**config.mk**
```make
export PLATFORM = sky130hd
export DESIGN_NAME = pong_game_ctrl
export DESIGN_NICKNAME = d
export VERILOG_FILES = /design/src/rtl/pong_game_ctrl.sv
export SDC_FILE = /design/constraint.sdc
export NUM_CORES = 1
export LEC_CHECK = 0
export BUFFER_PORTS_ARGS = -buffer_cell sky130_fd_sc_hd__buf_2
export CAP_MARGIN = 10
export CORE_MARGIN = 2
export CORE_UTILIZATION = 31
export CTS_BUF_LIST = sky130_fd_sc_hd__clkbuf_8
export DETAILED_ROUTE_END_ITERATION = 8
export GPL_ROUTABILITY_DRIVEN = 0
export GPL_TIMING_DRIVEN = 0
export PLACE_DENSITY_LB_ADDON = 0.1
export SETUP_SLACK_MARGIN = 0.3
export SLEW_MARGIN = 20
export SYNTH_ARGS = -nofsm -noshare
export SYNTH_HDL_FRONTEND = slang
export SYNTH_SLANG_ARGS = --single-unit
```
**constraint.sdc**
```tcl
create_clock -name clk -period 4.1 [get_ports clk]
set_input_delay 0.82 -clock clk [delete_from_list [all_inputs] [get_ports clk]]
set_output_delay 0.82 -clock clk [all_outputs]
set_load 0.05 [all_outputs]
```
**src/rtl/pong_game_ctrl.sv**
```systemverilog
// ---------------------------------------------------------------------------
// pong_game_ctrl
// Game sequencer for a two-player pong: owns the movement-tick prescaler,
// both scores and the IDLE/SERVE/PLAY/PAUSE/POINT/GAME_OVER flow, and gates
// the pad requests and the movement tick so nothing moves outside PLAY.
//
// Ports
//   clk                      single clock, all logic on posedge
//   rst                      synchronous active-high reset
//   start_btn, pause_btn     level buttons, rising edge acts
//   miss_left, miss_right    one-cycle pulses from the ball logic
//   up/down_l/r_in           raw pad requests
//   up/down_l/r              gated pad requests (raw AND in PLAY)
//   timing_tick              one-cycle movement tick, PLAY only
//   still_graphic            high forces pads and ball to the centre
//   score_left, score_right  current scores, saturating at 15
//   game_state               state register (encoding in table below)
//
// state       | meaning
// ------------+------------------------------------------------------
// IDLE   (0)  | power-up, waiting for start
// SERVE  (1)  | ball held at centre for SERVE_TICKS ticks
// PLAY   (2)  | ball and pads moving, misses score
// PAUSE  (3)  | frozen mid-rally, pause edge resumes
// POINT  (4)  | after a miss, held for POINT_TICKS ticks
// GAME_OVER(5)| a player reached WIN_SCORE, start restarts
// ---------------------------------------------------------------------------
module pong_game_ctrl #(
    parameter int TICK_DIV    = 650000,
    parameter int SERVE_TICKS = 100,
    parameter int POINT_TICKS = 50,
    parameter int WIN_SCORE   = 9
) (
    input  logic       clk,
    input  logic       rst,
    input  logic       start_btn,
    input  logic       pause_btn,
    input  logic       miss_left,
    input  logic       miss_right,
    input  logic       up_l_in,
    input  logic       down_l_in,
    input  logic       up_r_in,
    input  logic       down_r_in,
    output logic       up_l,
    output logic       down_l,
    output logic       up_r,
    output logic       down_r,
    output logic       timing_tick,
    output logic       still_graphic,
    output logic [3:0] score_left,
    output logic [3:0] score_right,
    output logic [2:0] game_state
);

    typedef enum logic [2:0] {
        S_IDLE      = 3'd0,
        S_SERVE     = 3'd1,
        S_PLAY      = 3'd2,
        S_PAUSE     = 3'd3,
        S_POINT     = 3'd4,
        S_GAME_OVER = 3'd5
    } state_t;

    localparam int              PW         = (TICK_DIV > 1) ? $clog2(TICK_DIV) : 1;
    localparam logic [PW-1:0]   PRESC_LAST = PW'(TICK_DIV - 1);
    localparam logic [15:0]     SERVE_LAST = 16'(SERVE_TICKS - 1);
    localparam logic [15:0]     POINT_LAST = 16'(POINT_TICKS - 1);

    state_t         r_state;
    state_t         w_state_nxt;
    logic [PW-1:0]  r_presc;
    logic [15:0]    r_phase;
    logic [15:0]    w_phase_nxt;
    logic [3:0]     r_score_l;
    logic [3:0]     r_score_r;
    logic [3:0]     w_score_l_nxt;
    logic [3:0]     w_score_r_nxt;
    logic           r_start_q;
    logic           r_pause_q;
    logic           w_tick;
    logic           w_start_edge;
    logic           w_pause_edge;
    logic           w_play;
    logic           w_win;

    assign w_tick       = (r_presc == PRESC_LAST);
    assign w_start_edge = start_btn & ~r_start_q;
    assign w_pause_edge = pause_btn & ~r_pause_q;
    assign w_play       = (r_state == S_PLAY);
    assign w_win        = (int'(r_score_l) >= WIN_SCORE) || (int'(r_score_r) >= WIN_SCORE);

    always_ff @(posedge clk) begin
        if (rst) begin
            r_state   <= S_IDLE;
            r_presc   <= '0;
            r_phase   <= '0;
            r_score_l <= '0;
            r_score_r <= '0;
            r_start_q <= 1'b0;
            r_pause_q <= 1'b0;
        end else begin
            r_state   <= w_state_nxt;
            r_presc   <= w_tick ? '0 : r_presc + 1'b1;
            r_phase   <= w_phase_nxt;
            r_score_l <= w_score_l_nxt;
            r_score_r <= w_score_r_nxt;
            r_start_q <= start_btn;
            r_pause_q <= pause_btn;
        end
    end

    always_comb begin
        w_state_nxt   = r_state;
        w_score_l_nxt = r_score_l;
        w_score_r_nxt = r_score_r;
        case (r_state)
            S_IDLE: begin
                if (w_start_edge) w_state_nxt = S_SERVE;
            end
            S_SERVE: begin
                // r_phase holds ticks already seen, so the SERVE_TICKS-th tick
                // arrives while it reads SERVE_TICKS-1
                if (w_tick && (r_phase == SERVE_LAST)) w_state_nxt = S_PLAY;
            end
            S_PLAY: begin
                // a miss outranks a simultaneous pause edge; a double miss
                // is a dead ball and scores nobody
                if (miss_left || miss_right) begin
                    w_state_nxt = S_POINT;
                    if (miss_right && !miss_left && (r_score_l != 4'hF))
                        w_score_l_nxt = r_score_l + 4'd1;
                    if (miss_left && !miss_right && (r_score_r != 4'hF))
                        w_score_r_nxt = r_score_r + 4'd1;
                end else if (w_pause_edge) begin
                    w_state_nxt = S_PAUSE;
                end
            end
            S_PAUSE: begin
                if (w_pause_edge) w_state_nxt = S_PLAY;
            end
            S_POINT: begin
                if (w_tick && (r_phase == POINT_LAST))
                    w_state_nxt = w_win ? S_GAME_OVER : S_SERVE;
            end
            S_GAME_OVER: begin
                if (w_start_edge) begin
                    w_state_nxt   = S_SERVE;
                    w_score_l_nxt = 4'd0;
                    w_score_r_nxt = 4'd0;
                end
            end
            default: w_state_nxt = S_IDLE;
        endcase

        if (w_state_nxt != r_state)
            w_phase_nxt = 16'd0;
        else if (w_tick && ((r_state == S_SERVE) || (r_state == S_POINT)))
            w_phase_nxt = r_phase + 16'd1;
        else
            w_phase_nxt = r_phase;
    end

    assign timing_tick   = w_tick & w_play;
    assign still_graphic = ~(w_play | (r_state == S_PAUSE));
    assign up_l          = up_l_in   & w_play;
    assign down_l        = down_l_in & w_play;
    assign up_r          = up_r_in   & w_play;
    assign down_r        = down_r_in & w_play;
    assign score_left    = r_score_l;
    assign score_right   = r_score_r;
    assign game_state    = r_state;

endmodule
```
---- Word-level counts from Yosys, hierarchy flattened ----
Index checks and enable logic that the tools add are counted.
word-level totals
  register bits ........................... 49
  word-level logic and storage cells ...... 73
operators by class
  reductions and logical operators ........ 19
  magnitude comparators ................... 2
  bitwise logic cells ..................... 11
  add/sub/neg operators ................... 4
  multiplexer cells ....................... 15
  eq/ne operators ......................... 15
operators with widths
  operator                 count
  $mux W3                  7
  $add A20 B1 Y20 const B  1
  $eq A20 B20 Y1 const B   1
  $mux W4                  5
  $add A16 B1 Y16 const B  1
  $eq A16 B6 Y1 const B    1
  $eq A16 B7 Y1 const B    1
  $pmux W4 S2              2
  $pmux W3 S5              1
  $add A4 B1 Y4 const B    2
  $ge A4 B4 Y1 const B     2
  $ne A4 B4 Y1 const B     2
  $reduce_and A4 Y1        2
  $and A1 B1 Y1            7
  $logic_and A1 B1 Y1      7
  $eq A3 B2 Y1 const B     2
  $eq A3 B3 Y1 const B     2
  $ne A2 B1 Y1 const B     3
  $reduce_or A2 Y1         3
  $eq A3 B1 Y1 const B     1
  $logic_not A3 Y1         1
  $logic_or A1 B1 Y1       3
  $ne A3 B3 Y1             1
  $not A1 Y1               3
  other kinds (4)          5

---- Depth between registers and ports, before layout ----
Gate-level depths: netlist (run 1).
  depth in word-level cells ............... 7
  depth in mapped cells ................... 8

---- Least setup slack after synthesis (run 1) ----
No wires, ideal clock.
  path type ............................... register -> output
  start point ............................. register r_presc[0]
  end point ............................... output port timing_tick
  setup slack ............................. 0.928 ns
  buffers on the path ..................... 1
  data arrival time ....................... 2.352 ns
  stages on the path, launching flop included .. 7
  required time ........................... 3.280 ns
  cell sequence ........................... dfxtp_1 -> ha_1 -> and3_1 -> nand2_1 -> buf_2 -> or2_1 -> nor3_1
between the ends
  cells in the longest elaborated chain, start to end .. 2
ends and longest elaborated chain
  what                      line  source
  start: declaration        71    logic [PW-1:0] r_presc;
  start signal: assignment  103   r_presc <= w_tick ? '0 : r_presc + 1'b1;
  $eq A20 B20 Y1            86    assign w_tick = (r_presc == PRESC_LAST);
  $and A1 B1 Y1             163   assign timing_tick = w_tick & w_play;
  end: declaration          48    output logic timing_tick,
Every way passes these cells.

---- Worst setup path in the final report (run 1) ----
Ends and elaborated chain as after synthesis.

==> out/metrics.csv, run 1 <==
stage,metric,value,unit
critical_path,Worst setup EP type,output port,
critical_path,worst path cell trace,ha_1 -> and3_1 -> nand2_1 -> buf_2 -> or2_1 -> nor3_1 -> buf_2,
routing,vias,2232,
critical_path,Worst path slowest cell,dfxtp_1,
sta,min setup slack post-route,969,ps
logic_synthesis,"Seq/Total Area, Yosys",35.5,%
cells_and_area,Post-layout nets,365,
logic_synthesis,#FFs+latches synth,49,
routing,DR DRC count,0,
critical_path,CP Data Required Time,3280,ps
critical_path,CP dominant cell by count,buf_2,
place,Placed Area,3030,sq um
critical_path,Worst path top cell family by delay,simple AND/OR/NAND/NOR gates,
place,port buffer count,26,
cells_and_area,antenna cells,0,
routing,remaining antenna violation count,0,
logic_synthesis,post-synth top area share,35.5,%
logic_synthesis,Post-Syn Instances,313,
place,DP Worst Slack,1330,ps
logic_synthesis,synthesized area,2760,sq um
logic_synthesis,syn avg cell area,8.82,sq um
cts,Worst-Skew Late Latency,310,ps
critical_path,WS Path Type,flop to output port,
critical_path,CP Launch Type,flop,
global_routing,initial antenna violation count,0,
cts,H-tree depth,2,
logic_synthesis,Synth top cells by count,"49 x dfxtp_1, 37 x nor2_1, 26 x xnor2_1",
cts,CTS buffer count,5,
logic_synthesis,largest area contributor in the netlist,dfxtp_1,
sta,Slew @ Worst Pin,587,ps
floorplan,# IOs,27,
power,Pleak,1.12,nW
cells_and_area,design area,3110,sq um
logic_synthesis,Most used DFF post-synth,dfxtp_1,
logic_synthesis,YS warnings,0,
cts,Setup Buffers After CTS,0,
logic_synthesis,syn nets,332,
routing,DR vias/cell,4.91,
worst_hold_path,Hold WC Path Type,flop to flop,
critical_path,Worst EP arrival,2310,ps
global_routing,Tot GR Track Use,13.2,%
floorplan,row cnt,34,
floorplan,Die Area,9670,sq um
logic_synthesis,share of flip-flops with an asynchronous set or reset,0,%
global_routing,largest net degree at the start of global routing,14,
cts,CTS tree,done,
critical_path,Crit path largest cell delay,380,ps
critical_path,Critical R2R Launch,score_right[1],
place,dpl hpwl,4440,um
logic_synthesis,Yosys cell types,53,
cts,"CTS clk-pin slew, worst paths",90,ps
routing,Avg WL per Cell,13.3,um
floorplan,die width,98.4,um
sta,Fin. Hold Viols,0,
worst_hold_path,Hold Crit Start,r_presc[0],
floorplan,Initial Util,31.8,%
floorplan,die height,98.4,um
critical_path,Crit. Startpoint,r_presc[0],
cts,count of hold buffers inserted by post-cts repair,0,
sta,Slew headroom,60.8,%
global_routing,first-pass GRT wire length,10600,um
routing,1st-iter DRT viols,57,
routing,Detailed Routing Iterations Pass 1,4,
sta,Setup Skew,13.8,ps
logic_synthesis,cells taking the most area after synthesis,"dfxtp_1 36%, xnor2_1 8.3%, nor2_1 5.0%",
job,max_cap viols,0,
sta,Final TNS setup,0,ps
cts,clk sinks,49,
cts,root buf cell,clkbuf_8,
logic_synthesis,number of synthesized flops with an enable pin,0,
sta,fmax,319,MHz
outcome,outcome,"complete, no violations",
cells_and_area,"Area growth, synth to finish",12.5,%
sta,Slew Limit Fails,0,
logic_synthesis,most common cell in the netlist,dfxtp_1,
sta,period utilization,76.4,%
routing,final WL,6070,um
global_routing,grt ovf,0,
critical_path,Bufs and invs on worst path,2,
critical_path,Worst Path Max Fanout,10,
cts,post-cts resize count,0,
sta,Setup Viol. Count Final,0,
cts,Max clock buf depth,2,
cells_and_area,share of layout cells above drive strength 1,19.0,%
global_routing,vias in the first global route,2155,
power,Power per Cell Area,260,nW/um^2
sta,RSZ-0062 raised after global routing,no,
power,worst vdd ir,101,uV
sta,min Tclk post-route,3130,ps
floorplan,Core Footprint,8680,sq um
[stage by stage]
stage,std cells,total power (W),util (%),hold slack (ps)
3_5_place_dp,447,0.000543,34.9,449
2_1_floorplan,313,0.000526,-,426
5_1_grt,455,0.000851,35.8,509
4_1_cts,455,0.000822,35.8,474
3_3_place_gp,447,0.000543,34.9,444
6_report,455,0.000806,35.8,472
[area by class of cell]
cell class,instances,area [sq um]
flip-flops and latches,49,981
repair buffers,26,130
clock inverters,3,11.3
multi-input cells,239,1670
well taps,108,135
plain buffers,13,68.8
clock buffers,5,68.8
fillers,978,5570
inverters,12,45.0
[cell families after synthesis]
group / synth area share (%)
compound gates: 6.57
fa+ha+maj: 4.08
buf+inv: 4.12
flops: 35.5
xor+xnor: 12.4
simple gates: 37.3
[sequential cells by signal, indices dropped and copies added, names as in the netlist]
name	flops
score_left	4
game_state	3
r_phase	16
r_start_q	1
r_presc	20
r_pause_q	1
score_right	4
[routing by layer]
layer	share of wire [%]	track usage, %
met5	0	0
met4	1.1	3.16
met2	41	20.1
met3	3.4	2.65
met1	54	19.2
[placed cells by master, fill, tap and decap left out, types with 2 or more instances in the layout]
| cell type | instances |
|---|---|
| nor3b_1 | 2 |
| nand4_1 | 12 |
| and2_1 | 4 |
| or2_2 | 4 |
| nor3_1 | 20 |
| o2111ai_1 | 2 |
| nor2_1 | 37 |
| nand3_1 | 11 |
| inv_1 | 15 |
| ha_1 | 9 |
| nor4b_1 | 2 |
| clkbuf_1 | 6 |
| nor4_1 | 7 |
| xnor2_1 | 26 |
| clkbuf_8 | 5 |
| nor3_2 | 8 |
| dfxtp_1 | 49 |
| and3b_1 | 3 |
| nand2b_1 | 5 |
| nand2_1 | 18 |
| nor2b_1 | 4 |
| a21oi_1 | 4 |
| or3b_2 | 2 |
| a211oi_1 | 2 |
| a21o_1 | 2 |
| nor4_2 | 6 |
| or4b_1 | 2 |
| buf_4 | 2 |
| and3_1 | 6 |
| and4b_1 | 2 |
| xor2_1 | 13 |
| and4_1 | 3 |
| o21ai_0 | 4 |
| buf_2 | 30 |
[report_power, final]
| group | switching (W) | total, W | leakage, nW | internal [W] |
|---|---|---|---|---|
| clock network | 0.000161 | 0.000275 | 0.0519 | 0.000114 |
| registers | 0.00000344 | 0.000483 | 0.396 | 0.000480 |
| logic | 0.0000309 | 0.0000478 | 0.668 | 0.0000169 |
| total | 0.000195 | 0.000806 | 1.12 | 0.000611 |
[path summary, 6_finish.rpt]
kind	endpoint	slack [ps]	cells after the start
worst min-delay path	r_presc[0]	470	1
worst max register to register	r_phase[9]	1870	8
worst max-delay path	timing_tick	970	7
worst min register to register	r_presc[0]	470	1
Note: power is estimated with default switching activity, not from simulation.
==> inputs of run 2 (changes only) <==
==> constraint.sdc (replaced) <==
create_clock -name clk -period 2.9 [get_ports clk]
set_input_delay 0.58 -clock clk [delete_from_list [all_inputs] [get_ports clk]]
set_output_delay 0.58 -clock clk [all_outputs]
set_load 0.05 [all_outputs]
==> out/metrics.csv, run 2 (same netlist as run 1, synthesis figures left out) <==
stage,metric,value,unit,change
floorplan,row cnt,34,,unchanged
power,Comb pwr share,6.0,%,about the same
floorplan,# IOs,27,,unchanged
power,Final Total Pwr,0.00115,W,+43%
sta,period utilization,86.1,%,
sta,min setup slack post-route,402,ps,-567 ps
power,Pleak,1.12,nW,+0.44%
place,port buffer count,26,,unchanged
sta,Slew headroom,63.1,%,+2.3 points
critical_path,worst r2r path cells,8,,unchanged
routing,Avg WL per Cell,13.5,um,+1.1%
job,max_cap viols,0,,unchanged
critical_path,Bufs and invs on worst path,2,,unchanged
floorplan,die height,98.4,um,unchanged
routing,Detailed Routing Iterations Pass 1,4,,unchanged
routing,vias,2255,,+1.0%
critical_path,Crit path largest cell delay,380,ps,about the same
critical_path,WS Path Type,flop to output port,,
cells_and_area,FILL cells,930,,-4.9%
cells_and_area,Post-Layout Cell Count,456,,+0.22%
critical_path,reg2reg end,r_phase[6],,
critical_path,Worst setup EP type,output port,,
floorplan,die width,98.4,um,unchanged
cells_and_area,"Area growth, synth to finish",14.6,%,
cells_and_area,antenna cells,0,,unchanged
power,Psw,0.000281,W,+44%
cts,CTS buffer count,5,,unchanged
sta,hold slack,471,ps,-0.758 ps
cells_and_area,Reg with most FFs,r_presc,,
global_routing,Tot GR Track Use,13.0,%,-0.22 points
place,dpl hpwl,4460,um,+0.35%
critical_path,CP dominant cell by count,buf_6,,
sta,Slew Limit Fails,0,,unchanged
routing,DR DRC count,0,,unchanged
cts,Max clock buf depth,2,,unchanged
power,clock power share,34.4,%,+0.3 points
worst_hold_path,Hold Crit Start,r_presc[0],,
place,DP Worst Slack,422,ps,-908 ps
power,Sequential Power Share,59.6,%,-0.4 points
power,Internal,0.000869,W,+42%
critical_path,Worst Path Max Fanout,10,,unchanged
sta,min Tclk post-route,2500,ps,
routing,1st-iter DRT viols,58,,+1.8%
cts,root buf cell,clkbuf_8,,
cells_and_area,max FFs per register,20,,unchanged
critical_path,FF-to-FF setup slack,590,ps,-1280 ps
cells_and_area,Largest regs,"r_presc x20, r_phase x16",,
routing,final WL,6160,um,+1.4%
global_routing,grt ovf,0,,unchanged
critical_path,CP Launch Type,flop,,
sta,Slew @ Worst Pin,552,ps,-34.3 ps
routing,remaining antenna violation count,0,,unchanged
global_routing,vias in the first global route,2139,,-0.74%
cells_and_area,"commonest non-fill, non-tap cell in the layout",dfxtp_1,,
place,Cells after DPL,447,,unchanged
power,Power per Cell Area,363,nW/um^2,+40%
power,worst vdd ir,173,uV,+71%
cells_and_area,Post-layout nets,366,,+0.27%
critical_path,Worst path top cell family by delay,simple AND/OR/NAND/NOR gates,,
cts,Worst-Skew Late Latency,300,ps,about the same
cells_and_area,Multi-input gate area,1700,sq um,+2.0%
worst_hold_path,worst hold endpoint,r_presc[0],,
cells_and_area,most frequent cells in the layout,"47 x dfxtp_1, 37 x nor2_1, 28 x buf_2",,
power,switching share of total power,24.5,%,+0.27 points
critical_path,Worst EP arrival,1920,ps,-390 ps
worst_hold_path,hold depth,1,,unchanged
sta,Final TNS setup,0,ps,unchanged
sta,fmax,400,MHz,
sta,Setup Viol. Count Final,0,,unchanged
sta,RSZ-0062 raised after global routing,no,,
cts,"CTS clk-pin slew, worst paths",90,ps,about the same
global_routing,initial antenna violation count,0,,unchanged
critical_path,worst path cell trace,ha_4 -> and3_4 -> nand2_1 -> buf_6 -> or2_4 -> nor3_2 -> buf_6,,
sta,Setup Skew,6.89,ps,-6.86 ps
cells_and_area,register area,983,sq um,+0.26%
routing,DR vias/cell,4.95,,+0.81%
worst_hold_path,Hold WC Path Type,flop to flop,,
floorplan,Core Footprint,8680,sq um,unchanged
critical_path,Critical R2R Launch,score_right[1],,
cells_and_area,share of layout cells above drive strength 1,21.6,%,+2.5 points
critical_path,Crit. Startpoint,r_presc[0],,
cts,H-tree depth,2,,unchanged
floorplan,Die Area,9670,sq um,unchanged
cts,clk sinks,49,,unchanged
outcome,outcome,"complete, no violations",,
critical_path,Worst path slowest cell,dfxtp_2,,
global_routing,first-pass GRT wire length,10400,um,-1.9%
global_routing,largest net degree at the start of global routing,15,,+1
floorplan,Initial Util,31.8,%,unchanged
cts,CTS tree,done,,
sta,Fin. Hold Viols,0,,unchanged
critical_path,CP Data Required Time,2320,ps,-960 ps
-- run 2: stage by stage --
stage	cell area, sq um	utilization [%]
2_1_floorplan	2770	-
3_3_place_gp	3030	34.9
3_5_place_dp	3030	34.9
4_1_cts	3150	36.3
5_1_grt	3160	36.5
6_report	3160	36.5
-- run 2: cell type report --
class | count | area share, %
Clock inverter | 3 | 0.435
Buffer | 13 | 2.37
Clock buffer | 5 | 2.17
Tap cell | 108 | 4.27
Multi-Input combinational cell | 239 | 53.7
Timing Repair Buffer | 27 | 4.55
Sequential cell | 49 | 31.1
Inverter | 12 | 1.42
-- run 2: repair_timing --
| item | in CTS | in global routing |
|---|---|---|
| resized for setup | 9 | 3 |
| endpoints found under the setup margin | 1 | 1 |
| hold buffers | 0 | 0 |
| setup buffers | 1 | 0 |
| endpoints found under the hold margin | 0 | 0 |
| pin swaps | 1 | 1 |
-- run 2: power by group through the flow --
| stage | combinational (W) | sequential [W] | clock, W |
|---|---|---|---|
| detailed placement | 0.0000686 | 0.000699 | 0 |
| floorplan | 0.0000420 | 0.000702 | 0 |
| finish | 0.0000691 | 0.000685 | 0.000395 |
| CTS | 0.0000693 | 0.000684 | 0.000416 |
| global route | 0.0000780 | 0.000687 | 0.000441 |
| global placement | 0.0000687 | 0.000699 | 0 |
-- run 2: worst max-delay path by stage --
stage | end | slack (ps) | cells past startpoint
6_report | timing_tick | 400 | 7
5_1_grt | down_r | 310 | 4
4_1_cts | timing_tick | 330 | 7
3_5_place_dp | timing_tick | 420 | 7
3_3_place_gp | timing_tick | 390 | 7
2_1_floorplan | timing_tick | 400 | 6
-- run 2: per-layer routing --
metal / wire (um) / track usage [%] / part of all wire (%)
met1: 3280 / 18.8 / 53
met2: 2640 / 20.0 / 43
met3: 179 / 2.65 / 2.9
met4: 58 / 2.85 / 0.94
met5: 0 / 0 / 0
==> inputs of run 3 (changes only) <==
--- a/config.mk
+++ b/config.mk
@@ -7,6 +7,8 @@
 export LEC_CHECK = 0
 export BUFFER_PORTS_ARGS = -buffer_cell sky130_fd_sc_hd__buf_2
 export CAP_MARGIN = 10
+export CELL_PAD_IN_SITES_DETAIL_PLACEMENT = 0
+export CELL_PAD_IN_SITES_GLOBAL_PLACEMENT = 1
 export CORE_MARGIN = 2
 export CORE_UTILIZATION = 31
 export CTS_BUF_LIST = sky130_fd_sc_hd__clkbuf_8
==> out/metrics.csv, run 3 (same netlist as run 1, synthesis figures left out) <==
stage,metric,value,unit,change
power,Pleak,1.13,nW,+0.74%
sta,Setup Skew,6.14,ps,-0.756 ps
critical_path,WS Path Type,flop to output port,,
global_routing,Tot GR Track Use,13.2,%,+0.21 points
sta,fmax,403,MHz,+0.66%
routing,final WL,6180,um,+0.44%
routing,DR DRC count,0,,unchanged
floorplan,# IOs,27,,unchanged
floorplan,row cnt,34,,unchanged
cts,clk sinks,49,,unchanged
power,Internal,0.000920,W,+5.9%
cells_and_area,FILL cells,942,,+1.3%
cts,Max clock buf depth,2,,unchanged
cells_and_area,"Area growth, synth to finish",15.2,%,
global_routing,largest net degree at the start of global routing,15,,unchanged
global_routing,grt ovf,0,,unchanged
routing,1st-iter DRT viols,33,,-43%
cts,CTS tree,done,,
routing,remaining antenna violation count,0,,unchanged
worst_hold_path,Hold WC Path Type,flop to flop,,
outcome,outcome,"complete, no violations",,
critical_path,CP Data Required Time,2320,ps,about the same
cells_and_area,Post-Layout Cell Count,457,,+0.22%
floorplan,Die Area,9670,sq um,unchanged
global_routing,first-pass GRT wire length,10500,um,+1.3%
cells_and_area,Post-layout nets,367,,+0.27%
global_routing,initial antenna violation count,0,,unchanged
floorplan,Core Footprint,8680,sq um,unchanged
power,Power per Cell Area,379,nW/um^2,+4.3%
cts,Worst-Skew Late Latency,300,ps,about the same
cts,"CTS clk-pin slew, worst paths",90,ps,about the same
floorplan,die height,98.4,um,unchanged
routing,Detailed Routing Iterations Pass 1,4,,unchanged
routing,Avg WL per Cell,13.5,um,+0.22%
cells_and_area,"commonest non-fill, non-tap cell in the layout",dfxtp_1,,
critical_path,Worst Path Max Fanout,4,,-6
cts,CTS buffer count,5,,unchanged
cells_and_area,max FFs per register,20,,unchanged
cells_and_area,Reg with most FFs,r_presc,,
sta,Slew @ Worst Pin,531,ps,-21.5 ps
cells_and_area,most frequent cells in the layout,"47 x dfxtp_1, 37 x nor2_1, 28 x buf_2",,
power,Sequential Power Share,56.8,%,-2.8 points
floorplan,die width,98.4,um,unchanged
routing,vias,2260,,+0.22%
cts,root buf cell,clkbuf_8,,
power,worst vdd ir,152,uV,-12%
power,switching share of total power,23.7,%,-0.79 points
sta,Fin. Hold Viols,0,,unchanged
sta,Final TNS setup,0,ps,unchanged
floorplan,Initial Util,31.8,%,unchanged
cells_and_area,Largest regs,"r_presc x20, r_phase x16",,
power,Comb pwr share,5.6,%,-0.4 points
sta,RSZ-0062 raised after global routing,no,,
sta,min Tclk post-route,2480,ps,-16.3 ps
cells_and_area,antenna cells,0,,unchanged
place,port buffer count,26,,unchanged
power,clock power share,37.6,%,+3.2 points
sta,Setup Viol. Count Final,0,,unchanged
job,max_cap viols,0,,unchanged
sta,Slew Limit Fails,0,,unchanged
place,dpl hpwl,4480,um,+0.41%
cts,H-tree depth,2,,unchanged
routing,DR vias/cell,4.95,,about the same
critical_path,Worst EP arrival,1900,ps,-20 ps
critical_path,Worst setup EP type,output port,,
power,Psw,0.000285,W,+1.4%
sta,period utilization,85.6,%,-0.56 points
place,Cells after DPL,447,,unchanged
sta,Slew headroom,64.3,%,+1.2 points
critical_path,CP Launch Type,flop,,
cells_and_area,share of layout cells above drive strength 1,22.1,%,+0.51 points
global_routing,vias in the first global route,2260,,+5.7%
==> run 3: path summary, 6_finish.rpt <==
kind / from / slack [ps] / depth (start not counted) / endpoint
max reg2reg: score_right[1] / 640 / 8 / r_phase[6]
min reg2reg: r_presc[0] / 440 / 1 / r_presc[0]
max: r_presc[0] / 420 / 7 / timing_tick
min: r_presc[0] / 440 / 1 / r_presc[0]
==> run 3: area by class of cell <==
| class | count | area (sq um) | share of cell area, % |
|---|---|---|---|
| timing repair buffer | 28 | 151 | 4.76 |
| multi-input combinational | 239 | 1690 | 53.1 |
| sequential | 49 | 983 | 30.9 |
| inverter | 12 | 45.0 | 1.42 |
| clock inverter | 1 | 5.00 | 0.157 |
| buffer | 13 | 75.1 | 2.36 |
| clock buffer | 7 | 96.3 | 3.03 |
| tap | 108 | 135 | 4.25 |
==> run 3: repair_timing <==
item	CTS	global route
hold endpoints to repair	0	0
pin swaps	1	0
hold buffers	0	0
resized for setup	9	2
setup buffers	1	1
endpoints found under the setup margin	1	1
==> run 3: per-layer routing <==
layer | global-route usage [%] | routed length [um] | part of all wire (%)
met1 | 18.2 | 3210 | 52
met2 | 21.0 | 2690 | 43
met3 | 2.93 | 226 | 3.7
met4 | 3.27 | 58 | 0.94
met5 | 0 | 0 | 0
==> run 3: per-stage QoR <==
step                setup WS (ps)  total power [W]  hold WS (ps)  utilization [%]  cell area (sq um)
floorplan                     396         0.000744           426                -               2770
detailed placement            426         0.000767           452             34.9               3030
CTS                           333          0.00123           439             36.5               3170
finish                        418          0.00120           437             36.6               3180
global route                  314          0.00126           464             36.6               3180
global placement              403         0.000768           445             34.9               3030
==> run 3: critical path, stage by stage, from the launching register on <==
cell	delay [ps]
dfxtp_2	360
ha_2	210
and3_4	210
nand2_1	100
buf_6	140
or2_4	250
nor3_2	150
buf_6	190
==> run 3: power groups by stage <==
stage,clock network [W],logic [W],registers [W]
final,0.000454,0.0000675,0.000684
after global routing,0.000499,0.0000761,0.000685
after CTS,0.000472,0.0000690,0.000684
after detailed placement,0,0.0000684,0.000699
after global placement,0,0.0000691,0.000699
after floorplan,0,0.0000420,0.000702
